File: src/rtl/resnet_stream_sequencer.sv
// Run-level sequencer for the resnet accelerator. It flushes the core, hands out linear
// read addresses for the input and kernel streams, and counts write-backs until completion or timeout.
module resnet_stream_sequencer #(
  parameter int ADDR_W    = 16,
  parameter int N_INPUT   = 4096,
  parameter int N_KERNEL  = 576,
  parameter int N_OUTPUT  = 4096,
  parameter int FLUSH_CYC = 2,
  parameter int TIMEOUT   = 1024
) (
  input  logic              clk,
  input  logic              rst_n,
  input  logic              start,
  output logic              busy,
  output logic              done,
  output logic              err_timeout,
  output logic              err_overrun,
  output logic              dut_flush,
  input  logic              in_read_en,
  output logic [ADDR_W-1:0] in_addr,
  input  logic              k_read_en,
  output logic [ADDR_W-1:0] k_addr,
  input  logic              out_valid,
  output logic              out_we,
  output logic [ADDR_W-1:0] out_addr
);

  typedef enum logic [1:0] {IDLE, FLUSH, RUN, DONE} state_t;

  localparam logic [ADDR_W-1:0] N_IN_C  = ADDR_W'(N_INPUT);
  localparam logic [ADDR_W-1:0] N_K_C   = ADDR_W'(N_KERNEL);
  localparam logic [ADDR_W-1:0] N_OUT_C = ADDR_W'(N_OUTPUT);
  localparam logic [ADDR_W-1:0] FLUSH_C = ADDR_W'(FLUSH_CYC);
  localparam logic [ADDR_W-1:0] TO_C    = ADDR_W'(TIMEOUT);

  state_t            state;
  logic [ADDR_W-1:0] in_cnt;
  logic [ADDR_W-1:0] k_cnt;
  logic [ADDR_W-1:0] out_cnt;
  logic [ADDR_W-1:0] idle_cnt;
  logic [ADDR_W-1:0] flush_cnt;
  logic              in_run;
  logic              last_out;

  assign in_run   = (state == RUN);
  assign out_we   = out_valid & in_run;
  assign last_out = out_we && (out_cnt == N_OUT_C - 1'b1);

  // Once a stream is exhausted its address parks on the final word instead of running off the end.
  assign in_addr  = (in_cnt == N_IN_C) ? N_IN_C - 1'b1 : in_cnt;
  assign k_addr   = (k_cnt == N_K_C) ? N_K_C - 1'b1 : k_cnt;
  assign out_addr = out_cnt;

  always_ff @(posedge clk) begin
    if (!rst_n) begin
      state       <= IDLE;
      in_cnt      <= '0;
      k_cnt       <= '0;
      out_cnt     <= '0;
      idle_cnt    <= '0;
      flush_cnt   <= '0;
      busy        <= 1'b0;
      done        <= 1'b0;
      dut_flush   <= 1'b0;
      err_timeout <= 1'b0;
      err_overrun <= 1'b0;
    end else begin
      case (state)
        IDLE: begin
          done <= 1'b0;
          if (start) begin
            state       <= FLUSH;
            busy        <= 1'b1;
            dut_flush   <= 1'b1;
            in_cnt      <= '0;
            k_cnt       <= '0;
            out_cnt     <= '0;
            idle_cnt    <= '0;
            flush_cnt   <= '0;
            err_timeout <= 1'b0;
            err_overrun <= 1'b0;
          end
        end

        FLUSH: begin
          if (flush_cnt == FLUSH_C - 1'b1) begin
            state     <= RUN;
            dut_flush <= 1'b0;
            idle_cnt  <= '0;
          end else begin
            flush_cnt <= flush_cnt + 1'b1;
          end
        end

        RUN: begin
          if (in_read_en) begin
            if (in_cnt == N_IN_C) err_overrun <= 1'b1;
            else                  in_cnt      <= in_cnt + 1'b1;
          end
          if (k_read_en) begin
            if (k_cnt == N_K_C) err_overrun <= 1'b1;
            else                k_cnt       <= k_cnt + 1'b1;
          end

          if (out_valid) begin
            out_cnt  <= out_cnt + 1'b1;
            idle_cnt <= '0;
          end else if (idle_cnt != TO_C) begin
            idle_cnt <= idle_cnt + 1'b1;
          end

          // The final output beats a timeout that lands on the same cycle.
          if (last_out) begin
            state <= DONE;
            busy  <= 1'b0;
            done  <= 1'b1;
          end else if (idle_cnt == TO_C) begin
            state       <= DONE;
            busy        <= 1'b0;
            done        <= 1'b1;
            err_timeout <= 1'b1;
          end
        end

        DONE: begin
          state <= IDLE;
          done  <= 1'b0;
        end

        default: state <= IDLE;
      endcase
    end
  end

endmodule

File: config.mk
export PLATFORM = sky130hd
export DESIGN_NAME = resnet_stream_sequencer
export DESIGN_NICKNAME = d
export VERILOG_FILES = /design/src/rtl/resnet_stream_sequencer.sv
export SDC_FILE = /design/constraint.sdc
export NUM_CORES = 1
export LEC_CHECK = 0
export CORE_UTILIZATION = 49
export DETAILED_ROUTE_END_ITERATION = 6
export GPL_TIMING_DRIVEN = 0
export PLACE_DENSITY_LB_ADDON = 0.12
export RECOVER_POWER = 25
export SLEW_MARGIN = 10
export SYNTH_ARGS = -nofsm -noshare
export SYNTH_HDL_FRONTEND = slang
export SYNTH_SLANG_ARGS = --single-unit
File: constraint.sdc
create_clock -name clk -period 2.2 [get_ports clk]
set_clock_uncertainty 0.1 [all_clocks]
set_input_delay 0.44 -clock clk [delete_from_list [all_inputs] [get_ports clk]]
set_output_delay 0.44 -clock clk [all_outputs]
set_load 0.03 [all_outputs]
==> impl_metrics.yaml <==
synthesis:
  synth-compound-area-share_pct: 10.1
  muxShareOfSynthArea_pct: 0.991
  synthesis.area_um2: 4670
  synthArstFlopShare_pct: 0
  ys_seq_area_share_pct: 37.3
  postSynthAreaPerCell_um2: 8.45
  synth-simple-area-share_pct: 32.1
  synth_nets: 573
  synth_cell_types: 57
  synth_xor_area_share_pct: 10.9
  synth_edf_count: 0
  synth-adder-area-share_pct: 3.75
  syn_inst: 553
  ys_seq_elements: 87
  synth_flop_cell: "dfxtp_1"
  synth_top_family_by_area: "simple AND/OR/NAND/NOR gates"
  ys.warnings.count: 0
place:
  place_ws_ps: -805
  dp_cells: 739
  numPortBuffers: 57
  place_hpwl_mm: 7.75
  place_congestion: 0.883
  dpl-instance-area_um2: 5410
sta:
  layout_setup_ws_ps: -220
  hold_viol: 0
  period_needed_ps: 2420
  hold_ws_ps: 373
  setup_violations: 22
  post-route-period-util_pct: 110
  slew_headroom_pct: 64.6
  clock.fmax_ghz: 0.413
  tightestPinTransition_ps: 521
  drv_slew: 0
  rsz0062_at_grt: "yes"
grt:
  antenna_found_initial: 0
  grt_pass1_vias: 4091
  overflow: 0
  gr-usage-all-layers_pct: 24.3
  grt_pass1_wl_mm: 19.4
  grt_max_degree: 16
critical_path:
  reg2reg_to: "in_cnt[3]"
  endpoint_kind: "output port"
  cpPeakStageDelay_ps: 360
  cp_top_family: "simple AND/OR/NAND/NOR gates"
  reg2regPathDepth: 8
  r2r-start: "state[0]"
  crit_slowest_cell: "dfxtp_1"
  cp.arrival_ps: 1880
  worstSetupPathType: "flip-flop to output port"
  r2r_slack_ps: -50
  crit_fanout: 6
  path_buf_inv: 3
  cp-start-kind: "flip-flop"
  path_cells: "nor4b_2 -> nand4_1 -> clkbuf_8 -> clkbuf_16 -> and2_4 -> buf_6"
  cp.required_ps: 1660
route:
  wl_mm: 12.1
  drtPass1Iterations: 5
  ant_nets: 0
  viasPerCell: 5.60
  vias: 4388
  drt_iter0_drc: 206
  drcViolationCount: 0
  wl_per_cell_um: 15.4
die:
  core_um2: 9240
  ios: 60
  row_count: 35
  initial_core_util_pct: 50.6
  fp.dieH_um: 99.7
  die_area_um2: 9930
  die_width_um: 99.7
status:
  failed_checks: "setup timing"
  status: "finished with violations"
layout:
  fin_cells: 783
  final_area_um2: 6270
  drive_above_1_share_pct: 24.2
  n_antenna_cell: 0
  areaGrowthSynthToFinish_pct: 34.2
  nets: 669
clocking:
  cts_inserted_buffers: 9
  cts_hold_repair.buffers: 0
  cts_root_buffer: "clkbuf_8"
  cts.clk_slew.worst_paths_ps: 100
  htreeDepth: 3
  numClockSinks: 87
  clk_latency_ps: 360
  clockBufferDepth: 2
  cts_tree: "yes"
worst_hold_path:
  hold_depth: 2
  hold_path.class: "flip-flop to flip-flop"
  min_from: "err_overrun"
  min_to: "err_overrun"
job:
  cap_violations: 0
pwr:
  power_density_nw_per_um2: 705
  irDropWorstVdd_v: 0.000398
  p_total_uw: 4420
  cellLeakagePower_uw: 0.00230
[cells in the mapped netlist (all sizes together) (10+ instances only)]
cell,count,area [um2]
dfxtp,87,1740
nand4,23,144
nor4b,10,103
nand2b,16,100
ha,14,175
nor4,15,145
nand2,34,128
nor2,73,274
nand3,32,160
and3,10,62.6
xnor2,26,228
xor2,32,280
nor3,16,80.1
inv,23,86.3
or3,12,76.3
o21ai,16,80.1
a21oi,18,90.1
clkbuf,27,103
[power breakdown]
part	leakage (uW)	internal, uW	total, uW	switching, uW
Sequential	0.000708	1650	1720	71.4
Combinational	0.00149	563	1520	954
Clock	0.0000993	562	1180	622
[worst reg2reg max path: cells and delay by family, from the launching register on]
| kind | cells | cell delay [ps] |
|---|---|---|
| AOI/OAI and AO/OA | 2 | 190 |
| adders and majority gates | 1 | 240 |
| buffers and inverters | 2 | 330 |
| DFF | 1 | 350 |
| and+or+nand+nor | 3 | 1000 |
[worst max path at each step]
stage	from	end	slack, ps	depth (start not counted)
CTS	in_cnt[1]	in_addr[12]	-190	8
finish	in_cnt[10]	in_addr[12]	-220	6
floorplan	in_cnt[0]	in_addr[12]	30	7
global placement	in_cnt[0]	in_addr[12]	-770	8
global route	in_cnt[10]	in_addr[12]	-290	6
detailed placement	in_cnt[0]	in_addr[12]	-810	8
[flip-flops by register name, indices dropped and copies added (netlist names)]
name         flops
k_cnt           16
err_timeout      1
err_overrun      1
out_addr        16
busy             1
flush_cnt       16
idle_cnt        16
state            2
in_cnt          16
done             1
dut_flush        1
[cells by family (layout without fill, tap and decap cells)]
kind of cell | after synthesis | after routing
buffers and inverters | 57 | 158
flip-flops | 87 | 87
AO/OA/AOI/OAI | 63 | 63
AND/OR/NAND/NOR | 270 | 270
multiplexers | 4 | 4
adder cells (fa/ha/maj) | 14 | 14
XOR/XNOR | 58 | 58
[cells in the final DEF (no fill, tap or decap), drive strengths merged, types with 3 or more instances in the layout]
cell type	Yosys	layout
nor2b	5	5
nor4b	10	10
ha	14	14
and4	6	6
or3	12	12
buf	7	54
clkbuf	27	42
a21oi	18	18
dfxtp	87	87
o21ai	16	16
a41o	3	3
and3	10	10
inv	23	25
nor2	73	73
nand2	34	34
clkdlybuf4s50	0	22
xnor2	26	26
and2	8	8
nor4	15	15
nand3	32	32
xor2	32	32
a21boi	5	5
dlygate4sd3	0	10
nor4bb	3	3
nor3	16	16
nand4	23	23
nand2b	16	16
[timing repair]
| action | CTS | global route |
|---|---|---|
| pin swaps | 15 | 16 |
| resized for setup | 206 | 54 |
| cloned | 1 | 1 |
| setup buffers | 31 | 8 |
| endpoints found under the setup margin | 76 | 86 |
[stage by stage]
step / TNS, ps / utilization, %
floorplan: 0 / -
global placement: -14810 / 58.5
detailed placement: -17550 / 58.5
CTS: -1700 / 65.6
global route: -8900 / 67.9
finish: -2590 / 67.9
[area by class of cell]
| type | count | area [um2] |
|---|---|---|
| buffer | 32 | 191 |
| clock buffer | 10 | 138 |
| clock inverter | 6 | 67.6 |
| fill | 754 | 2970 |
| inverter | 23 | 93.8 |
| multi-input combinational | 409 | 3050 |
| sequential | 87 | 1760 |
| tap | 129 | 161 |
| timing repair buffer | 87 | 808 |
[per-layer routing]
layer / vias to the layer above / part of all wire, % / track usage (%)
met1: 2131 / 44 / 30.9
met3: 21 / 4.4 / 3.65
met2: 121 / 50 / 41.6
met5: - / 0 / 0
li1: 2115 / - / -
met4: 0 / 1.9 / 8.94
Power figures use the tool's default switching activity.
